<file path="src/rtl/sipo_frame_rx_if.sv">
// Beat-in / frame-out handshake bundle for sipo_frame_rx.
// The slave modport is the receiver's view; the master modport is the
// view of whatever sits around it (upstream source plus downstream sink).
interface sipo_frame_rx_if #(
    parameter int BIT   = 8,
    parameter int NDATA = 3
);
    // Upstream beat stream
    logic                          i_valid;
    logic                          o_ready;
    logic [BIT-1:0]                i_data;
    logic                          i_last;

    // Downstream frame stream; element 0 is the first beat of the frame
    logic                          o_valid;
    logic                          i_ready;
    logic [0:NDATA-1][BIT-1:0]     o_frame;

    // Malformed-frame reporting
    logic                          o_err;
    logic [7:0]                    o_err_cnt;

    modport slave (
        input  i_valid,
        input  i_data,
        input  i_last,
        input  i_ready,
        output o_ready,
        output o_valid,
        output o_frame,
        output o_err,
        output o_err_cnt
    );

    modport master (
        output i_valid,
        output i_data,
        output i_last,
        output i_ready,
        input  o_ready,
        input  o_valid,
        input  o_frame,
        input  o_err,
        input  o_err_cnt
    );
endinterface

</file>
<file path="src/rtl/sipo_frame_rx.sv">
// Serial-in parallel-out frame assembler.
// Packs exactly NDATA beats (the last one flagged by i_last) into a frame,
// offers it downstream, and drops/flags frames that end early or run long.
// While a frame is pending, upstream readiness mirrors downstream readiness
// so a new frame can start in the same cycle the old one leaves.
module sipo_frame_rx #(
    parameter int BIT   = 8,
    parameter int NDATA = 3
) (
    input  logic          i_clk,
    input  logic          i_rst,
    sipo_frame_rx_if.slave bus
);
    localparam int            CW       = (NDATA > 1) ? $clog2(NDATA) : 1;
    localparam logic [CW-1:0] LAST_IDX = CW'(NDATA - 1);

    typedef enum logic [1:0] {
        COLLECT = 2'd0,
        FULL    = 2'd1,
        DISCARD = 2'd2
    } state_t;

    state_t          state_reg;
    state_t          state_next;
    logic [CW-1:0]   cnt_reg;
    logic [CW-1:0]   cnt_next;
    logic [CW-1:0]   wr_slot;
    logic            wr_en;
    logic            err_reg;
    logic            err_next;
    logic [7:0]      err_cnt_reg;
    logic            ready;
    logic            accept;
    logic [BIT-1:0]  frame_reg [NDATA];

    // Upstream ready: held low during reset, and in FULL only when the
    // pending frame is leaving this cycle.
    always_comb begin
        ready = 1'b0;
        if (!i_rst) begin
            case (state_reg)
                COLLECT: ready = 1'b1;
                DISCARD: ready = 1'b1;
                FULL:    ready = bus.i_ready;
                default: ready = 1'b0;
            endcase
        end
    end

    assign accept = bus.i_valid && ready;

    // Next-state, beat counter, slot write enable and error pulse.
    // FULL with an incoming beat behaves like COLLECT starting at slot 0.
    always_comb begin
        state_next = state_reg;
        cnt_next   = cnt_reg;
        wr_en      = 1'b0;
        wr_slot    = cnt_reg;
        err_next   = 1'b0;
        case (state_reg)
            COLLECT, FULL: begin
                if (state_reg == FULL) begin
                    wr_slot = '0;
                    if (bus.i_ready) begin
                        state_next = COLLECT;
                    end
                end
                if (accept) begin
                    wr_en = 1'b1;
                    if (wr_slot == LAST_IDX) begin
                        // Slot NDATA-1 filled: i_last decides good vs. long
                        cnt_next   = '0;
                        state_next = bus.i_last ? FULL : DISCARD;
                        err_next   = !bus.i_last;
                    end else if (bus.i_last) begin
                        // Frame ended before all slots were filled
                        cnt_next   = '0;
                        state_next = COLLECT;
                        err_next   = 1'b1;
                    end else begin
                        cnt_next   = wr_slot + 1'b1;
                        state_next = COLLECT;
                    end
                end
            end
            DISCARD: begin
                // Swallow the tail of an over-long frame; it was already flagged
                if (accept && bus.i_last) begin
                    state_next = COLLECT;
                    cnt_next   = '0;
                end
            end
            default: begin
                state_next = COLLECT;
                cnt_next   = '0;
            end
        endcase
    end

    // State register, beat counter and registered error pulse.
    always_ff @(posedge i_clk) begin
        if (i_rst) begin
            state_reg <= COLLECT;
            cnt_reg   <= '0;
            err_reg   <= 1'b0;
        end else begin
            state_reg <= state_next;
            cnt_reg   <= cnt_next;
            err_reg   <= err_next;
        end
    end

    // Saturating count of malformed frames.
    always_ff @(posedge i_clk) begin
        if (i_rst) begin
            err_cnt_reg <= '0;
        end else if (err_next && (err_cnt_reg != 8'hFF)) begin
            err_cnt_reg <= err_cnt_reg + 8'd1;
        end
    end

    // One register per frame slot; a slot only changes when a beat lands in it,
    // so the pending frame is frozen while downstream stalls.
    for (genvar gi = 0; gi < NDATA; gi++) begin : g_slot
        // Capture the accepted beat when it targets this slot.
        always_ff @(posedge i_clk) begin
            if (i_rst) begin
                frame_reg[gi] <= '0;
            end else if (wr_en && (wr_slot == CW'(gi))) begin
                frame_reg[gi] <= bus.i_data;
            end
        end
    end

    // Present the slot registers as the packed output frame.
    always_comb begin
        bus.o_frame = '0;
        for (int i = 0; i < NDATA; i++) begin
            bus.o_frame[i] = frame_reg[i];
        end
    end

    assign bus.o_ready   = ready;
    assign bus.o_valid   = (state_reg == FULL);
    assign bus.o_err     = err_reg;
    assign bus.o_err_cnt = err_cnt_reg;

endmodule

</file>
<file path="src/flat_wrapper.sv">
// flat-port wrapper written by rule: the top's interface ports become plain ports
module sipo_frame_rx_flat 
#(
    parameter int BIT   = 8,
    parameter int NDATA = 3
)
  (i_clk, i_rst, bus_i_valid, bus_i_data, bus_i_last, bus_i_ready, bus_o_ready, bus_o_valid, bus_o_frame, bus_o_err, bus_o_err_cnt);
  sipo_frame_rx_if #(.BIT(BIT), .NDATA(NDATA)) bus_i ();
  input  logic i_clk;
  input  logic i_rst;
  input wire logic [$bits(bus_i.i_valid)-1:0] bus_i_valid;
  input wire logic [$bits(bus_i.i_data)-1:0] bus_i_data;
  input wire logic [$bits(bus_i.i_last)-1:0] bus_i_last;
  input wire logic [$bits(bus_i.i_ready)-1:0] bus_i_ready;
  output wire logic [$bits(bus_i.o_ready)-1:0] bus_o_ready;
  output wire logic [$bits(bus_i.o_valid)-1:0] bus_o_valid;
  output wire logic [$bits(bus_i.o_frame)-1:0] bus_o_frame;
  output wire logic [$bits(bus_i.o_err)-1:0] bus_o_err;
  output wire logic [$bits(bus_i.o_err_cnt)-1:0] bus_o_err_cnt;
  assign bus_i.i_valid = bus_i_valid;
  assign bus_i.i_data = bus_i_data;
  assign bus_i.i_last = bus_i_last;
  assign bus_i.i_ready = bus_i_ready;
  assign bus_o_ready = bus_i.o_ready;
  assign bus_o_valid = bus_i.o_valid;
  assign bus_o_frame = bus_i.o_frame;
  assign bus_o_err = bus_i.o_err;
  assign bus_o_err_cnt = bus_i.o_err_cnt;
  sipo_frame_rx #(.BIT(BIT), .NDATA(NDATA)) u_core (.i_clk(i_clk), .i_rst(i_rst), .bus(bus_i));
endmodule
</file>
<file path="config.mk">
export PLATFORM = sky130hd
export DESIGN_NAME = sipo_frame_rx_flat
export DESIGN_NICKNAME = d
export VERILOG_FILES = /design/src/rtl/sipo_frame_rx_if.sv /design/src/rtl/sipo_frame_rx.sv /design/src/flat_wrapper.sv
export SDC_FILE = /design/constraint.sdc
export NUM_CORES = 1
export LEC_CHECK = 0
export BUFFER_PORTS_ARGS = -buffer_cell sky130_fd_sc_hd__buf_2
export CAP_MARGIN = 20
export CORE_MARGIN = 1.5
export CORE_UTILIZATION = 45
export CTS_BUF_LIST = sky130_fd_sc_hd__clkbuf_2 sky130_fd_sc_hd__clkbuf_4 sky130_fd_sc_hd__clkbuf_8
export DETAILED_ROUTE_END_ITERATION = 10
export PLACE_DENSITY = 0.71
export SLEW_MARGIN = 20
export SYNTH_ARGS = -nofsm -noshare
export SYNTH_HDL_FRONTEND = slang
export SYNTH_SLANG_ARGS = --single-unit
export TNS_END_PERCENT = 10
</file>
<file path="constraint.sdc">
create_clock -name i_clk -period 2.3 [get_ports i_clk]
set_clock_uncertainty 0.05 [all_clocks]
set_input_delay 0 -clock i_clk [delete_from_list [all_inputs] [get_ports i_clk]]
set_output_delay 0 -clock i_clk [all_outputs]
set_load 0.01 [all_outputs]
</file>
## Word-level counts from Yosys, hierarchy flattened

Memory sizes are Yosys's and may differ from the RTL's.
Index checks and enable logic that the tools add are counted.

| storage, ports and cells | value |
|---|---|
| bits in registers | 13 |
| bits in writable memories | 24 |
| input port bits | 13 |
| output and inout bits | 35 |
| logic and storage cells | 69 |
| memories kept | 1 |

Memory list:

| memory | words | width | read ports | clocked after Yosys merged registers in | write ports | line | text |
|---|---|---|---|---|---|---|---|
| u_core.frame_reg | 3 | 8 | 3 | 0 | 3 | sipo_frame_rx.sv:34 | `logic [BIT-1:0] frame_reg [NDATA];` |

| cells by class | value |
|---|---|
| add/sub/neg operators | 2 |
| equal/unequal tests | 10 |
| muxes and demuxes | 36 |
| bitwise logic cells | 3 |
| reductions and logical operators | 13 |

Operators by type and width:

| cell | count |
|---|---|
| $mux 2 | 12 |
| $mux 8 | 3 |
| $mux 1 | 18 |
| $add 8x1->8 const B | 1 |
| $ne 8x8->1 const B | 1 |
| $pmux 2 s2 | 2 |
| $eq 2x2->1 const B | 3 |
| $logic_and 1x1->1 | 6 |
| $ne 3x2->1 const B | 2 |
| $eq 2x1->1 const B | 2 |
| $logic_not 2->1 | 2 |
| $ne 2x1->1 const B | 2 |
| $reduce_or 2->1 | 2 |
| $or 1x1->1 | 3 |
| $reduce_and 3->1 | 1 |
| $add 2x1->2 const B | 1 |
| $pmux 1 s2 | 1 |
| $reduce_and 2->1 | 1 |
| $logic_not 1->1 | 1 |

## Logic depth before layout (Yosys ltp)

| depth | value |
|---|---|
| word-level depth | 12 |
| mapped depth | 8 |
| depth with buffers taken out | 8 |

## Least setup slack after synthesis

No wires, ideal clock.

| path | value |
|---|---|
| kind | register -> register |
| start point | register u_core.state_reg[1] |
| end point | register u_core.err_cnt_reg[6] (netlist: u_core.bus.o_err_cnt[6]) |
| library setup time | 71 ps |
| arrival time | 2103 ps |
| data required time | 2179 ps |
| path slack | 76 ps |
| cell stages (with the launch flop) | 9 |
| path buffers | 0 |
| period minus slack after synthesis | 2224 ps |
| path through | dfxtp_1 > nand2b_2 > nand2_2 > ha_1 > ha_1 > nor2b_1 > nand4_4 > or3_1 > a21oi_1 |

| on the way | value |
|---|---|
| word-level cells in the longest chain between the ends | 8 |
| elaborated cells on any way between the ends | 15 |
| those cells by class | 3 x eq/ne; 7 x mux; 5 x reduce/logical |

RTL lines:

| what | line | text |
|---|---|---|
| start, declared | sipo_frame_rx.sv:23 | `state_t state_reg;` |
| start signal, assigned | sipo_frame_rx.sv:107 | `state_reg <= state_next;` |
| $eq 2x1->1 (tied with other cells) | sipo_frame_rx.sv:41, sipo_frame_rx.sv:60, sipo_frame_rx.sv:62 |  |
| $mux 2 / $reduce_or 2->1 (equally long branches) | -- |  |
| $mux 2 / $pmux 1 s2 (equally long branches) | sipo_frame_rx.sv:60, sipo_frame_rx.sv:41 |  |
| $eq 2x2->1 / $mux 1 (equally long branches) | sipo_frame_rx.sv:70, sipo_frame_rx.sv:40 |  |
| $mux 1 / $logic_and 1x1->1 (equally long branches) | sipo_frame_rx.sv:70, sipo_frame_rx.sv:50 |  |
| $mux 1 | sipo_frame_rx.sv:68 | `if (accept) begin` |
| $mux 1 (*) | sipo_frame_rx.sv:60 | `case (state_reg)` |
| $logic_and 1x1->1 (*) | sipo_frame_rx.sv:117 | `end else if (err_next && (err_cnt_reg != 8'hFF)) begin` |
| end signal, assigned | sipo_frame_rx.sv:118 | `err_cnt_reg <= err_cnt_reg + 8'd1;` |
| end, declared | sipo_frame_rx.sv:31 | `logic [7:0] err_cnt_reg;` |

Mark *: on every way between the ends. The rest lies on a longest branch, timed or not. The select of a mux whose other input is x is not followed.
A chain may end at the register's enable or synchronous reset.

## Worst setup path after layout

Same ends and word-level chain as after synthesis.

==> results.yml <==
logic_synthesis:
  yosys_warnings: 0
  syn_nets: 159
  syn_inst: 142
  ys.flop_type: "edfxtp_1"
  yosys.cell_types.count: 40
  ys_seq_area_frac: 0.5777
  synth.avg_cell_area_sq_um: 11.96
  synth_seq_cells: 37
  syn_area_sq_um: 1698
  async_reset_ff_frac: 0
  synth-edff-count: 24
global_routing:
  grt_pass1_wl_microns: 5947
  antenna_found_initial: 0
  grt_util_all_layers: 0.1889
  grt-ovfl-total: 0
  grt_max_degree: 14
  grt_pass1_vias: 1308
layout:
  largest_register_ffs: 24
  final.fill_count: 322
  final_net_count: 221
  fin_cells: 253
  n_antenna_cell: 0
  drive_gt1_frac: 0.3512
  mostFrequentLayoutCells: "buf_2 (47), and2_1 (24), edfxtp_1 (24), dfxtp_1 (13), dlygate4sd3_1 (8)"
  final_common_cell: "buf_2"
  synthToLayoutAreaGrowth_pct: 28.89
floorplan:
  coreArea_sq_um: 3633
  die_w_microns: 64.43
  start_util: 0.4673
  row_count: 22
  ios: 48
  die_h_microns: 64.43
  design.die.area_sq_um: 4151
worst_setup_path:
  worst-r2r-setup-slack_ps: 150
  r2r-start: "u_core.state_reg[1]"
  rr_endpoint: "u_core.bus.o_err_cnt[6]"
  reg2reg_depth: 8
  startpoint_type: "flip-flop"
  slowest_stage: "or3_1"
  worstPathRequired_ps: 2470
  critPathMaxFanout: 5
  crit_type: "flip-flop to flip-flop"
  critical-path-max-stage-delay_ps: 380
  critical_path_arrival_ps: 2310
  crit_path_cell_trace: "nand2b_2 > and2_4 > ha_1 > ha_4 > nor2b_2 > nand4_4 > or3_1 > a21oi_1"
  end_kind: "flip-flop"
timing:
  period_share: 0.9344
  max_freq_mhz: 465.3
  finalMaxSlewViolations: 0
  hold_viol: 0
  period_minus_slack_ps: 2149
  tns_ps: 0
  rsz0062_at_grt: "false"
  setup_violations: 0
  slew_headroom: 0.6864
  worstMarginPinSlew_ps: 466.8
worst_hold_path:
  min_from: "i_rst"
  holdPathStages: 2
  hold_path_class: "input port to flip-flop"
  min_to: "u_core.bus.o_err_cnt[2]"
clocking:
  post_cts_buffers: 0
  clk_pin_slew_ps: 70
  cts_sinks: 37
  ctsLongestPathBuffers: 2
  cts_root_buffer: "clkbuf_8"
  ctsHtreeMaxLevel: 2
  worstSkewPairLatency_ps: 290
  cts_tree: "yes"
  cts_made_buffers: 5
drt:
  vias_per_cell: 5.146
  vias: 1302
  post-route-drc-count: 0
  wl_per_cell_microns: 14.29
  routed_wl_microns: 3616
  first_pass_iters: 4
  antenna_left: 0
  dr.first_iter.drc_count: 43
power:
  power.share.switching: 0.2297
  power_frac_comb: 0.089
  p_sw_uw: 298.8
  total_leakage_power_nw: 0.9081
  ir_drop_mv: 0.2327
  p_int_mw: 1.002
  p_clk_frac: 0.343
  power_density_nw_per_um2: 594.4
  sequentialPowerShare: 0.568
placement:
  dp.cells: 237
  io_buffers: 47
  dp_hpwl_microns: 2662
  place.gp.congestion: 0.8040
run_status:
  status: "complete, no violations"
run:
  drv_cap: 0
## cell usage after synthesis, types with 2 or more instances
cell type,instances,share of area
and2_1,24,0.088
edfxtp_1,24,0.42
dfxtp_1,13,0.15
nand2_1,7,0.015
nor2_1,7,0.015
a21oi_1,4,0.012
a31oi_1,4,0.015
ha_1,4,0.029
nand3_1,4,0.012
mux2i_1,3,0.018
nand2b_1,3,0.011
nor3_1,3,0.0088
o311ai_1,3,0.015
o41ai_1,3,0.015
and3_1,2,0.0074
buf_2,2,0.0059
inv_1,2,0.0044
inv_2,2,0.0044
nand3b_1,2,0.0088
nand4_1,2,0.0074
o21ai_0,2,0.0059
o21ai_1,2,0.0059
or2_1,2,0.0074
or3_1,2,0.0074
## power by group through the flow
stage               clock (mW)  sequential (mW)  combinational (mW)
floorplan                    0            0.767              0.0402
global route             0.481            0.741               0.128
global placement             0            0.752               0.102
CTS                      0.456            0.739               0.115
finish                   0.446            0.739               0.116
detailed placement           0            0.754               0.104
## metrics by stage
stage                     hold WS, ps  area [sq um]  power [mW]  worst slack, ps  utilization
after floorplan                 89.37          1698      0.8074            76.45            -
after global placement          267.3          2002      0.8540            169.8       0.5510
after detailed placement        269.1          2002      0.8580            47.37       0.5510
after CTS                       13.27          2168       1.309            26.10       0.5968
after global routing            35.21          2188       1.349            52.49       0.6023
final                           26.67          2188       1.301            150.9       0.6023
## worst max-delay path, delay by kind of cell (launching register included)
kind | cells | cell delay (ps)
AO/OA/AOI/OAI | 1 | 170
adder cells (fa/ha/maj) | 2 | 470
flip-flops | 1 | 310
AND/OR/NAND/NOR | 5 | 1060
## cells by family after synthesis
family,count (synthesis),synth area share
AND/OR/NAND/NOR,69,0.2682
flip-flops,37,0.5777
AO/OA/AOI/OAI,22,0.08991
buffers and inverters,7,0.01695
adder cells (fa/ha/maj),4,0.02948
multiplexers,3,0.01769
## layout make-up
| cell class | instances | area [sq um] | share of cell area |
|---|---|---|---|
| clock buffers | 6 | 76.32 | 0.03488 |
| clock inverters | 2 | 10.01 | 0.004574 |
| inverters | 4 | 15.01 | 0.006861 |
| multi-input cells | 98 | 708.2 | 0.3236 |
| flip-flops and latches | 37 | 980.9 | 0.4483 |
| well taps | 48 | 60.06 | 0.02744 |
| repair buffers | 58 | 337.8 | 0.1544 |
## worst max path at each step
stage                                   start                      end  cells past startpoint
final                     u_core.state_reg[1]  u_core.bus.o_err_cnt[6]                      8
after global routing      u_core.state_reg[1]  u_core.bus.o_err_cnt[6]                      8
after detailed placement  u_core.state_reg[1]  u_core.bus.o_err_cnt[6]                      8
after floorplan           u_core.state_reg[1]  u_core.bus.o_err_cnt[6]                      8
after global placement    u_core.state_reg[1]  u_core.bus.o_err_cnt[6]                      8
after CTS                 u_core.state_reg[1]  u_core.bus.o_err_cnt[6]                      8
## per-layer routing
layer  vias to the layer above  track usage  share of wire
li1                        641            -              -
met1                       615       0.2181           0.42
met2                        40       0.3372           0.51
met3                         6      0.04688          0.059
met4                         0      0.07181          0.015
met5                         -            0              0
## what timing repair did
| action | 4_1_cts | 5_1_grt |
|---|---|---|
| hold buffers | 8 | 0 |
| endpoints found under the setup margin | 0 | 5 |
| hold endpoints to repair | 23 | 0 |
| resized for setup | 0 | 3 |
Power figures use the tool's default switching activity.
